## src/rtl/uart_rx_deser.sv

```systemverilog
// uart_rx_deser -- UART receive deserializer.
//
// Oversamples an asynchronous serial line, detects the start bit on a falling
// edge, samples data/parity/stop bits at their centres and hands each good
// frame to a downstream FIFO as one DATA_WIDTH word over valid/ready.
// Framing, parity and overrun errors are reported as single-cycle pulses.
//
// Ports
//   clk           system clock
//   rstn          asynchronous active-low reset
//   baud_div      clocks per oversample tick minus 1 (latched at each start bit)
//   rx_i          serial line, asynchronous, idle high
//   data_o        received word, stable while valid_out is high
//   valid_out     data_o holds an unconsumed word
//   ready_out     downstream accepts the word
//   frame_err_o   pulse: stop bit sampled low
//   parity_err_o  pulse: parity mismatch
//   overrun_o     pulse: good frame lost because the output was still occupied

module uart_rx_deser #(
  parameter int DATA_WIDTH = 8,
  parameter int OVERSAMPLE = 16,
  parameter int DIV_WIDTH  = 16,
  parameter int PARITY_EN  = 0,
  parameter int PARITY_ODD = 0
) (
  input  logic                  clk,
  input  logic                  rstn,
  input  logic [DIV_WIDTH-1:0]  baud_div,
  input  logic                  rx_i,
  output logic [DATA_WIDTH-1:0] data_o,
  output logic                  valid_out,
  input  logic                  ready_out,
  output logic                  frame_err_o,
  output logic                  parity_err_o,
  output logic                  overrun_o
);

  localparam int CNT_W = $clog2(OVERSAMPLE);
  localparam int BIT_W = $clog2(DATA_WIDTH + 1);

  localparam logic [CNT_W-1:0] HALF_TICK   = CNT_W'(OVERSAMPLE / 2 - 1);
  localparam logic [CNT_W-1:0] LAST_TICK   = CNT_W'(OVERSAMPLE - 1);
  localparam logic [BIT_W-1:0] LAST_BIT    = BIT_W'(DATA_WIDTH - 1);
  localparam logic             PAR_ODD_BIT = 1'(PARITY_ODD);

  typedef enum logic [2:0] {
    IDLE,
    START,
    DATA,
    PARITY,
    STOP
  } state_t;

  state_t state, state_d;

  logic rx_meta, rx_s, rx_prev;
  logic fall, start_det;

  logic [DIV_WIDTH-1:0]  baud_div_q;
  logic [DIV_WIDTH-1:0]  div_cnt;
  logic                  tick;
  logic [CNT_W-1:0]      tick_cnt;
  logic                  sample;
  logic [BIT_W-1:0]      bit_cnt;
  logic [DATA_WIDTH-1:0] shift;
  logic                  par_bad;
  logic                  stop_done;
  logic                  good;

  // Two-flop synchronizer plus one stage of history for edge detection.
  // Idle level is high, so all three reset to 1 to avoid a false start.
  // NOTE: sequential state is always updated with non-blocking assignments so
  // every flop samples pre-edge values regardless of statement order.
  always_ff @(posedge clk or negedge rstn) begin
    if (!rstn) begin
      rx_meta <= 1'b1;
      rx_s    <= 1'b1;
      rx_prev <= 1'b1;
    end else begin
      rx_meta <= rx_i;
      rx_s    <= rx_meta;
      rx_prev <= rx_s;
    end
  end

  assign fall      = rx_prev & ~rx_s;
  assign start_det = (state == IDLE) & fall;

  // Oversample tick generator. Restarting it at the start edge pins the
  // sampling phase to the edge itself rather than to a free-running divider.
  always_ff @(posedge clk or negedge rstn) begin
    if (!rstn) begin
      baud_div_q <= '0;
      div_cnt    <= '0;
    end else if (start_det) begin
      baud_div_q <= baud_div;
      div_cnt    <= '0;
    end else if (tick) begin
      div_cnt    <= '0;
    end else begin
      div_cnt    <= div_cnt + 1'b1;
    end
  end

  assign tick = (div_cnt == baud_div_q);

  // Sample strobe: half a bit into the start bit, then one full bit period
  // per following bit, which lands every later sample on a bit centre.
  // NOTE: every signal driven in always_comb gets a default first, so no path
  // leaves it unassigned and no latch is inferred.
  always_comb begin
    sample = 1'b0;
    if (tick) begin
      case (state)
        START:             sample = (tick_cnt == HALF_TICK);
        DATA, PARITY, STOP: sample = (tick_cnt == LAST_TICK);
        default:           sample = 1'b0;
      endcase
    end
  end

  always_comb begin
    state_d = state;
    case (state)
      IDLE:   if (fall)   state_d = START;
      START:  if (sample) state_d = rx_s ? IDLE : DATA;   // high here = glitch
      DATA:   if (sample && bit_cnt == LAST_BIT)
                state_d = (PARITY_EN != 0) ? PARITY : STOP;
      PARITY: if (sample) state_d = STOP;
      STOP:   if (sample) state_d = IDLE;
      default:            state_d = IDLE;
    endcase
  end

  always_ff @(posedge clk or negedge rstn) begin
    if (!rstn) state <= IDLE;
    else       state <= state_d;
  end

  always_ff @(posedge clk or negedge rstn) begin
    if (!rstn) begin
      tick_cnt <= '0;
    end else if (state == IDLE || sample) begin
      tick_cnt <= '0;
    end else if (tick) begin
      tick_cnt <= tick_cnt + 1'b1;
    end
  end

  // Frame datapath: LSB arrives first, so shifting right with the new bit in
  // the MSB leaves the word correctly aligned after DATA_WIDTH samples.
  always_ff @(posedge clk or negedge rstn) begin
    if (!rstn) begin
      bit_cnt <= '0;
      shift   <= '0;
      par_bad <= 1'b0;
    end else begin
      if (start_det) begin
        bit_cnt <= '0;
        par_bad <= 1'b0;
      end
      if (state == DATA && sample) begin
        shift   <= {rx_s, shift[DATA_WIDTH-1:1]};
        bit_cnt <= bit_cnt + 1'b1;
      end
      if (state == PARITY && sample) begin
        par_bad <= rx_s ^ (^shift) ^ PAR_ODD_BIT;
      end
    end
  end

  // Completion outcome, in priority order: framing, parity, deliver/overrun.
  assign stop_done = (state == STOP) & sample;
  assign good      = stop_done & rx_s & ~par_bad;

  always_ff @(posedge clk or negedge rstn) begin
    if (!rstn) begin
      data_o       <= '0;
      valid_out    <= 1'b0;
      frame_err_o  <= 1'b0;
      parity_err_o <= 1'b0;
      overrun_o    <= 1'b0;
    end else begin
      frame_err_o  <= stop_done & ~rx_s;
      parity_err_o <= stop_done & rx_s & par_bad;
      overrun_o    <= good & valid_out & ~ready_out;
      // A word being taken this cycle frees the register, so a new word can
      // replace it with no bubble in valid_out.
      if (good && (!valid_out || ready_out)) begin
        data_o    <= shift;
        valid_out <= 1'b1;
      end else if (valid_out && ready_out) begin
        valid_out <= 1'b0;
      end
    end
  end

endmodule
```

## config.mk

```make
export PLATFORM = sky130hd
export DESIGN_NAME = uart_rx_deser
export DESIGN_NICKNAME = d
export VERILOG_FILES = /design/src/rtl/uart_rx_deser.sv
export SDC_FILE = /design/constraint.sdc
export NUM_CORES = 1
export LEC_CHECK = 0
export CAP_MARGIN = 30
export CORE_MARGIN = 3
export CORE_UTILIZATION = 55
export CTS_CLUSTER_SIZE = 25
export DETAILED_ROUTE_END_ITERATION = 8
export GPL_TIMING_DRIVEN = 1
export PLACE_DENSITY = 0.78
export SYNTH_ARGS = -nofsm -noshare
export SYNTH_HDL_FRONTEND = slang
export SYNTH_SLANG_ARGS = --single-unit
export TNS_END_PERCENT = 10
```

## constraint.sdc

```tcl
create_clock -name clk -period 5.75 [get_ports clk]
set_input_delay 1.15 -clock clk [delete_from_list [all_inputs] [get_ports clk]]
set_output_delay 1.15 -clock clk [all_outputs]
set_load 0.05 [all_outputs]
```

== Word-level counts from Yosys, hierarchy flattened ==
Index checks and enable logic that the tools add are counted.

* Register bits: 67
* Input bits: 20
* Output and inout port bits: 12

* Add/subtract/negate cells: 3
* Equality and inequality tests: 13
* Multiplexer cells: 19
* Bitwise logic cells: 13
* Reductions and logical operators: 16

{| class="wikitable"
|+ Operator list
! kind !! number
|-
| 2-to-1 mux 16 bit || 2
|-
| adder 16 x 1 -> 16 bit (second input constant) || 1
|-
| equality test 16 bit || 1
|-
| 2-to-1 mux 4 bit || 4
|-
| 2-to-1 mux 3 bit || 5
|-
| case mux 3 bit (5 select lines) || 1
|-
| inequality test 2 bit (second input constant) || 5
|-
| AND 1 bit || 9
|-
| adder 4 x 1 -> 4 bit (second input constant) || 2
|-
| equality test 4 x 3 -> 1 bit (second input constant) || 2
|-
| nonzero test 2 bit || 4
|-
| parity 8 bit || 1
|-
| equality test 3 x 2 -> 1 bit (second input constant) || 2
|-
| logical AND 1 bit || 5
|-
| 2-to-1 mux 1 bit || 5
|-
| AND reduction 5 bit || 1
|-
| equality test 4 bit (second input constant) || 1
|-
| equality test 3 x 1 -> 1 bit (second input constant) || 1
|-
| equality test 3 bit (second input constant) || 1
|-
| zero test 3 bit || 1
|-
| inverter 1 bit || 3
|-
| OR reduction 3 bit || 1
|-
| logical OR 1 bit || 2
|-
| 2-to-1 mux 2 bit || 1
|-
| other kinds (3) || 3
|}

== Depth between registers and ports, before layout ==
Gate-level depths: netlist of the first run.

* Depth in word-level cells: 9
* Mapped depth: 8
* Mapped depth without buffers: 6

== Least setup slack after synthesis of the first run ==
OpenSTA, ideal clock, no wires.

* Kind: input-to-reg
* Start: in ready_out
* End: reg data_o[0]
* Data arrival time: 1976 ps
* Required time: 5625 ps
* Slack: 3649 ps
* Cell stages on the path: 4
* Path buffers: 0
* Cell sequence: nand2b_1 > nor3b_1 > nand3_2 > mux2_2

* Longest elaborated chain between the ends: 2

{| class="wikitable"
|+ RTL lines
! item !! RTL line !! text
|-
| from (decl) || 33 || <nowiki>input logic ready_out,</nowiki>
|-
| logical OR 1 bit || 190 || <nowiki>if (good && (!valid_out || ready_out)) begin</nowiki>
|-
| logical AND 1 bit || 190 ||
|-
| to (signal assigned) || 191 || <nowiki>data_o <= shift;</nowiki>
|-
| to (decl) || 31 || <nowiki>output logic [DATA_WIDTH-1:0] data_o,</nowiki>
|}

Every way passes these cells.
A chain may end at the register's enable or synchronous reset.

== Final worst setup path of the first run ==
* Start: reg data_o[6]
* End: out data_o[6]

No word-level cell between the ends.

==> flow_metrics.py, run 1 <==
metrics = {
    "status": {
        "status": "finished, final reports clean",
    },
    "route": {
        "drt_first_pass_iters": 4,
        "wl_met2_um": 2380,
        "drt_iter0_markers": 90,
        "wl_met3_um": 193,
        "wl_per_cell_um": 14.7,
        "ant_nets": 0,
        "routedLengthMet1_um": 2710,
        "via_count": 1991,
        "drt_drc_violations_left": 0,
        "routed_wirelength_um": 5390,
        "viasPerCell": 5.43,
        "highest_layer": "met4",
    },
    "layout": {
        "final_cell_mix": "dfrtp_1 (64), clkdlybuf4s50_1 (30), mux2_2 (26), xor2_1 (21), nor2_1 (19)",
        "nNetsFinal": 315,
        "fin_util_pct": 69.6,
        "n_antenna_cell": 0,
        "drive_gt1_share_pct": 20.5,
        "area_delta_synth_final_pct": 17.4,
        "final_common_cell": "dfrtp_1",
    },
    "clock_tree": {
        "hold_buffers": 0,
        "cts-resized-gates": 0,
        "tritoncts": "built",
        "clk_latency_ns": 0.34,
        "clockRootBuffer": "clkbuf_8",
        "cts_setup_buffers": 0,
        "htree_levels": 3,
        "cts_inserted_buffers": 9,
        "cts_buffer_depth": 2,
        "cts.clk_slew.worst_paths_ns": 0.07,
        "cts.sinks": 67,
    },
    "synth": {
        "synth.top_cell.area_share_pct": 51.0,
        "ys_types": 46,
        "synth_flop_cell": "dfrtp_1",
        "ys_seq_area_share_pct": 53.5,
        "synthesis.nets": 279,
        "syn-cell-area_sq_mm": 0.00314,
        "syn_inst": 256,
        "ys_warn_count": 0,
        "async_reset_ff_share_pct": 100,
        "ys_top_cells_by_area": "dfrtp_1 (51%), mux2_2 (9.3%), xor2_1 (5.9%)",
        "synth_area_leader_cell": "dfrtp_1",
        "ys_seq_elements": 67,
        "synth_edf_count": 0,
        "syn_area_per_cell_sq_um": 12.3,
    },
    "placement": {
        "port_buffers": 31,
        "gp_congestion": 0.765,
        "dp_slack_ns": 3.06,
        "hpwl_um": 3600,
    },
    "sta": {
        "setup_ws_ns": 3.10,
        "fin_crit_ns": 2.65,
        "max_freq_mhz": 378,
        "rsz0062_at_grt": "false",
        "slew_violations": 0,
        "slew_headroom_pct": 45.1,
        "tightest_slew_ns": 0.824,
        "setup_viol": 0,
        "timing.setup.tns_ns": 0,
        "finalHoldViolations": 0,
        "finClkSkew_ns": 0.0125,
        "post-route-period-util_pct": 46.1,
    },
    "flow_run": {
        "max_cap_viol_count": 0,
    },
    "power_and_ir_drop": {
        "swShare_pct": 27.1,
        "powerDensity_mw_per_mm2": 329,
        "leakage_nw": 1.65,
        "clock_power_share_pct": 32.4,
        "p_sw_mw": 0.329,
        "pwr-share-seq_pct": 50.8,
        "intPower_mw": 0.886,
        "combinationalPowerShare_pct": 16.8,
        "peakVddDrop_v": 0.000197,
    },
    "setup_path": {
        "crit_fanout": 2,
        "critPathCaptureType": "primary output",
        "max_stage_delay_ns": 0.81,
        "path_delay_family": "buffers and inverters",
        "cp_slowest_cell": "clkdlybuf4s50_1",
        "crit_required_ns": 4.60,
        "crit_type": "register to primary output",
        "path_cells": "clkdlybuf4s50_1",
        "critPathArrivalTime_ns": 1.50,
        "critPathBufInv": 1,
        "critPathLaunchType": "register",
    },
    "global_routing": {
        "grt_pass1_vias": 1907,
        "grt_usage_pct": 18.2,
        "antenna_found_initial": 0,
        "grt_pass1_wl_um": 9110,
        "grt_start_max_net_pins": 68,
        "overflow": 0,
    },
    "floorplan": {
        "start_util_pct": 59.3,
        "die-area_sq_mm": 0.00666,
        "die_h_um": 81.6,
        "ios": 32,
        "fp.coreArea_sq_mm": 0.00530,
        "die_w_um": 81.6,
        "rows": 26,
    },
    "min_path": {
        "min_path_type": "register to register",
    },
}
kinds of logic after synthesis:
family                   Yosys count  share of synthesized area, %
AND/OR/NAND/NOR                   82                          14.6
AO/OA/AOI/OAI                     17                          4.06
XOR/XNOR                          39                          10.9
flip-flops                        67                          53.5
buffers and inverters             12                          2.31
multiplexers                      36                          13.5
adder cells (fa/ha/maj)            3                          1.19
registers in the layout, summed over array words and instances, names as in the netlist:
name / flops
bit_cnt: 4
state: 3
rx_s: 1
tick_cnt: 4
shift: 8
baud_div_q: 16
frame_err_o: 1
data_o: 8
div_cnt: 16
rx_prev: 1
par_bad: 1
rx_meta: 1
parity_err_o: 1
valid_out: 1
overrun_o: 1
Yosys cell counts, types with 2 or more instances:
master,instances
nand4_1,4
xnor2_1,18
nor4_2,2
dfstp_2,3
nand3_1,6
mux2_4,6
nor4_1,4
nand2b_1,4
and3_1,2
mux2i_1,4
mux2_2,26
o31ai_1,2
inv_1,4
nor2_1,19
nand2_1,16
o21ai_0,4
a211oi_1,3
ha_1,3
or3_1,2
buf_6,3
xor2_1,21
clkbuf_1,3
a211oi_2,2
nor3_1,9
dfrtp_1,64
a31o_1,2
cell type report:
cell class / count / area (sq um)
clock buffers: 14 / 163
clock inverters: 2 / 35.0
fillers: 390 / 1610
inverters: 4 / 15.0
multi-input cells: 177 / 1390
flip-flops and latches: 67 / 1680
well taps: 70 / 87.6
repair buffers: 33 / 320
per-stage QoR:
step	hold slack [ns]	cells	total power, mW	instance area (sq um)
after floorplan	0.345	256	0.768	3140
after global placement	0.346	351	0.819	3490
after detailed placement	0.351	351	0.833	3490
after CTS	0.361	367	1.23	3690
after global routing	0.364	367	1.28	3690
final	0.360	367	1.21	3690
path summary, 6_finish.rpt:
kind | start | end | slack [ns] | cells after the start
max | data_o[6]$_DFFE_PN0P_ | data_o[6] | 3.10 | 1
min | rx_meta$_DFF_PN1_ | rx_s$_DFF_PN1_ | 0.36 | 0
max reg2reg | div_cnt[7]$_DFF_PN0_ | state[2]$_DFFE_PN0P_ | 3.24 | 5
min reg2reg | rx_meta$_DFF_PN1_ | rx_s$_DFF_PN1_ | 0.36 | 0
max in group asynchronous | rstn | div_cnt[6]$_DFF_PN0_ | 4.22 | 2
min in group asynchronous | rstn | baud_div_q[15]$_DFFE_PN0P_ | 0.99 | 2
routing by layer:
metal,track usage [%],up-vias
li1,-,972
met1,25.9,966
met2,26.4,43
met3,4.06,10
met4,8.97,0
met5,0,-
power groups by stage:
| stage | Combinational [mW] | Clock [mW] | Sequential (mW) |
|---|---|---|---|
| after floorplan | 0.164 | 0 | 0.604 |
| after global placement | 0.198 | 0 | 0.621 |
| after detailed placement | 0.207 | 0 | 0.626 |
| after CTS | 0.208 | 0.400 | 0.618 |
| after global routing | 0.229 | 0.420 | 0.626 |
| final | 0.204 | 0.393 | 0.617 |
No activity file was read; power rests on OpenSTA's default activity.
==> run 2, diff against run 1 <==
--- a/config.mk
+++ b/config.mk
@@ -7,11 +7,11 @@
 export LEC_CHECK = 0
 export CAP_MARGIN = 30
 export CORE_MARGIN = 3
-export CORE_UTILIZATION = 55
+export CORE_UTILIZATION = 51
 export CTS_CLUSTER_SIZE = 25
 export DETAILED_ROUTE_END_ITERATION = 8
 export GPL_TIMING_DRIVEN = 1
-export PLACE_DENSITY = 0.78
+export PLACE_DENSITY = 0.76
 export SYNTH_ARGS = -nofsm -noshare
 export SYNTH_HDL_FRONTEND = slang
 export SYNTH_SLANG_ARGS = --single-unit
==> constraint.sdc (replaced) <==
create_clock -name clk -period 2.2 [get_ports clk]
set_input_delay 0.44 -clock clk [delete_from_list [all_inputs] [get_ports clk]]
set_output_delay 0.44 -clock clk [all_outputs]
set_load 0.05 [all_outputs]
==> run 2 against run 1 <==
  * Sequential power rose to 2.6 times the previous value
  * Worst setup slack got worse by 3.0 ns
  * Final cell count up 2.7%
  * First-iteration DRC count is 56% higher
  * Register-to-register slack got worse by 3.2 ns
  * Design area grew 3.1%
  * Global-route usage decreased by 1.0 points
  * Power rose to 2.7 times the previous value
  * Flip-flop and latch count is the same
  * Combinational power grew to 2.9 times the previous value
  * Clock skew decreased by 0.0024 ns
==> flow_metrics.py, run 2 (synthesis gave the netlist of run 1 again) <==
metrics = {
    "sta": {
        "tightest_slew_ns": 0.517,
        "finClkSkew_ns": 0.0101,
        "post-route-period-util_pct": 96.2,
        "hold_slack_ns": 0.116,
        "max_freq_mhz": 473,
        "slew_headroom_pct": 65.4,
        "rsz0062_at_grt": "true",
        "setup_viol": 0,
        "timing.setup.tns_ns": 0,
        "finalHoldViolations": 0,
        "fin_crit_ns": 2.12,
        "setup_ws_ns": 0.0840,
        "slew_violations": 0,
    },
    "route": {
        "ant_nets": 0,
        "drt_iter0_markers": 140,
        "via_count": 2038,
        "drt_drc_violations_left": 0,
        "wl_met3_um": 211,
        "wl_per_cell_um": 15.2,
        "viasPerCell": 5.41,
        "routed_wirelength_um": 5720,
        "drt_first_pass_iters": 4,
        "wl_met2_um": 2640,
        "routedLengthMet1_um": 2760,
        "highest_layer": "met4",
    },
    "placement": {
        "hpwl_um": 3790,
        "gp_congestion": 0.840,
        "dp_slack_ns": -0.0550,
        "port_buffers": 31,
    },
    "floorplan": {
        "ios": 32,
        "rows": 27,
        "start_util_pct": 54.7,
        "fp.coreArea_sq_mm": 0.00574,
        "die_w_um": 84.5,
        "die_h_um": 84.5,
        "die-area_sq_mm": 0.00714,
    },
    "clock_tree": {
        "cts.sinks": 67,
        "clk_latency_ns": 0.34,
        "cts.clk_slew.worst_paths_ns": 0.07,
        "cts_buffer_depth": 2,
        "clockRootBuffer": "clkbuf_8",
        "htree_levels": 3,
        "cts_inserted_buffers": 9,
        "tritoncts": "built",
    },
    "power_and_ir_drop": {
        "totalPowerFinal_mw": 3.30,
        "peakVddDrop_v": 0.000748,
        "powerDensity_mw_per_mm2": 866,
        "leakage_nw": 1.71,
    },
    "global_routing": {
        "antenna_found_initial": 0,
        "grt_usage_pct": 17.2,
        "grt_pass1_vias": 2023,
        "grt_pass1_wl_um": 9690,
        "overflow": 0,
        "grt_start_max_net_pins": 68,
    },
    "setup_path": {
        "critPathCaptureType": "register",
        "startpoint": "state[1]$_DFFE_PN0P_",
        "r2r_slack_ns": 0.08,
        "crit_fanout": 12,
        "crit_type": "register to register",
        "worst-r2r-cell-count": 5,
        "rr_endpoint": "shift[6]$_DFFE_PN0P_",
        "crit_required_ns": 2.42,
        "critPathArrivalTime_ns": 2.34,
        "max_stage_delay_ns": 0.45,
        "path_cells": "nor4b_1, a211oi_2, nor2_2, nand4_4, mux2_4",
        "crit_path_end": "shift[6]$_DFFE_PN0P_",
        "r2r_start": "state[1]$_DFFE_PN0P_",
        "cp_slowest_cell": "dfrtp_1",
        "critPathLaunchType": "register",
    },
    "layout": {
        "largest_registers": "baud_div_q: 16 flops, div_cnt: 16 flops",
        "final_cell_mix": "dfrtp_1 (64), clkdlybuf4s50_1 (30), mux2_2 (26), xor2_1 (21), nor2_1 (19)",
        "n_antenna_cell": 0,
        "final_common_cell": "dfrtp_1",
        "nNetsFinal": 324,
        "drive_gt1_share_pct": 24.6,
        "area_delta_synth_final_pct": 21.1,
    },
    "min_path": {
        "min_path_type": "primary input to asynchronous set/reset pin",
    },
    "status": {
        "status": "finished, final reports clean",
    },
    "flow_run": {
        "max_cap_viol_count": 0,
    },
}
## run 2: changes by cell type in the layout (fill, tap and decap cells not counted), moves of 2 or more
| cell | previous run | this run |
|---|---|---|
| buf_4 | 2 | 10 |
| clkbuf_1 | 3 | 0 |
| nor4_1 | 4 | 2 |
| nor4_2 | 2 | 4 |
## run 2: where the power goes
part / switching [mW] / internal (mW)
Combinational: 0.272 / 0.322
Clock: 0.446 / 0.658
Sequential: 0.169 / 1.43
Total: 0.887 / 2.41
## run 2: worst max-delay path, delay by kind of cell (launching register included)
kind	cells	cell delay, ns
multiplexers	1	0.38
AND/OR/NAND/NOR	3	1.03
flip-flops	1	0.45
AO/OA/AOI/OAI	1	0.14
## run 2: per-stage QoR
stage / area [sq um] / utilization (%) / instances
6_report: 3810 / 66.3 / 377
3_5_place_dp: 3570 / 62.1 / 361
3_3_place_gp: 3570 / 62.1 / 361
5_1_grt: 3810 / 66.3 / 377
4_1_cts: 3800 / 66.1 / 376
2_1_floorplan: 3140 / - / 256
## run 2: worst min path at each step
stage / from / cells after the start / slack (ns) / to
after floorplan: rstn / 0 / 0.14 / baud_div_q[0]$_DFFE_PN0P_
after detailed placement: rx_meta$_DFF_PN1_ / 0 / 0.35 / rx_s$_DFF_PN1_
after global placement: rx_meta$_DFF_PN1_ / 0 / 0.35 / rx_s$_DFF_PN1_
after global routing: rstn / 2 / 0.13 / data_o[6]$_DFFE_PN0P_
after CTS: rstn / 2 / 0.11 / baud_div_q[7]$_DFFE_PN0P_
final: rstn / 2 / 0.12 / div_cnt[6]$_DFF_PN0_
## run 2: metal layers
metal / track usage (%) / vias to the layer above
li1: - / 984
met2: 25.6 / 45
met5: 0 / -
met1: 23.8 / 1000
met3: 3.43 / 9
met4: 9.06 / 0
## run 2: cell type report
| class | instances | area [sq um] |
|---|---|---|
| clock inverters | 5 | 77.6 |
| multi-input cells | 177 | 1410 |
| clock buffers | 10 | 138 |
| well taps | 72 | 90.1 |
| flip-flops and latches | 67 | 1680 |
| inverters | 4 | 15.0 |
| fillers | 458 | 1940 |
| repair buffers | 42 | 400 |
## run 2: repair_timing
action,CTS,global route
setup buffers,0,1
pin swaps,0,1
gates resized for setup,2,2
endpoints found under the setup margin,18,17
hold buffers,0,0
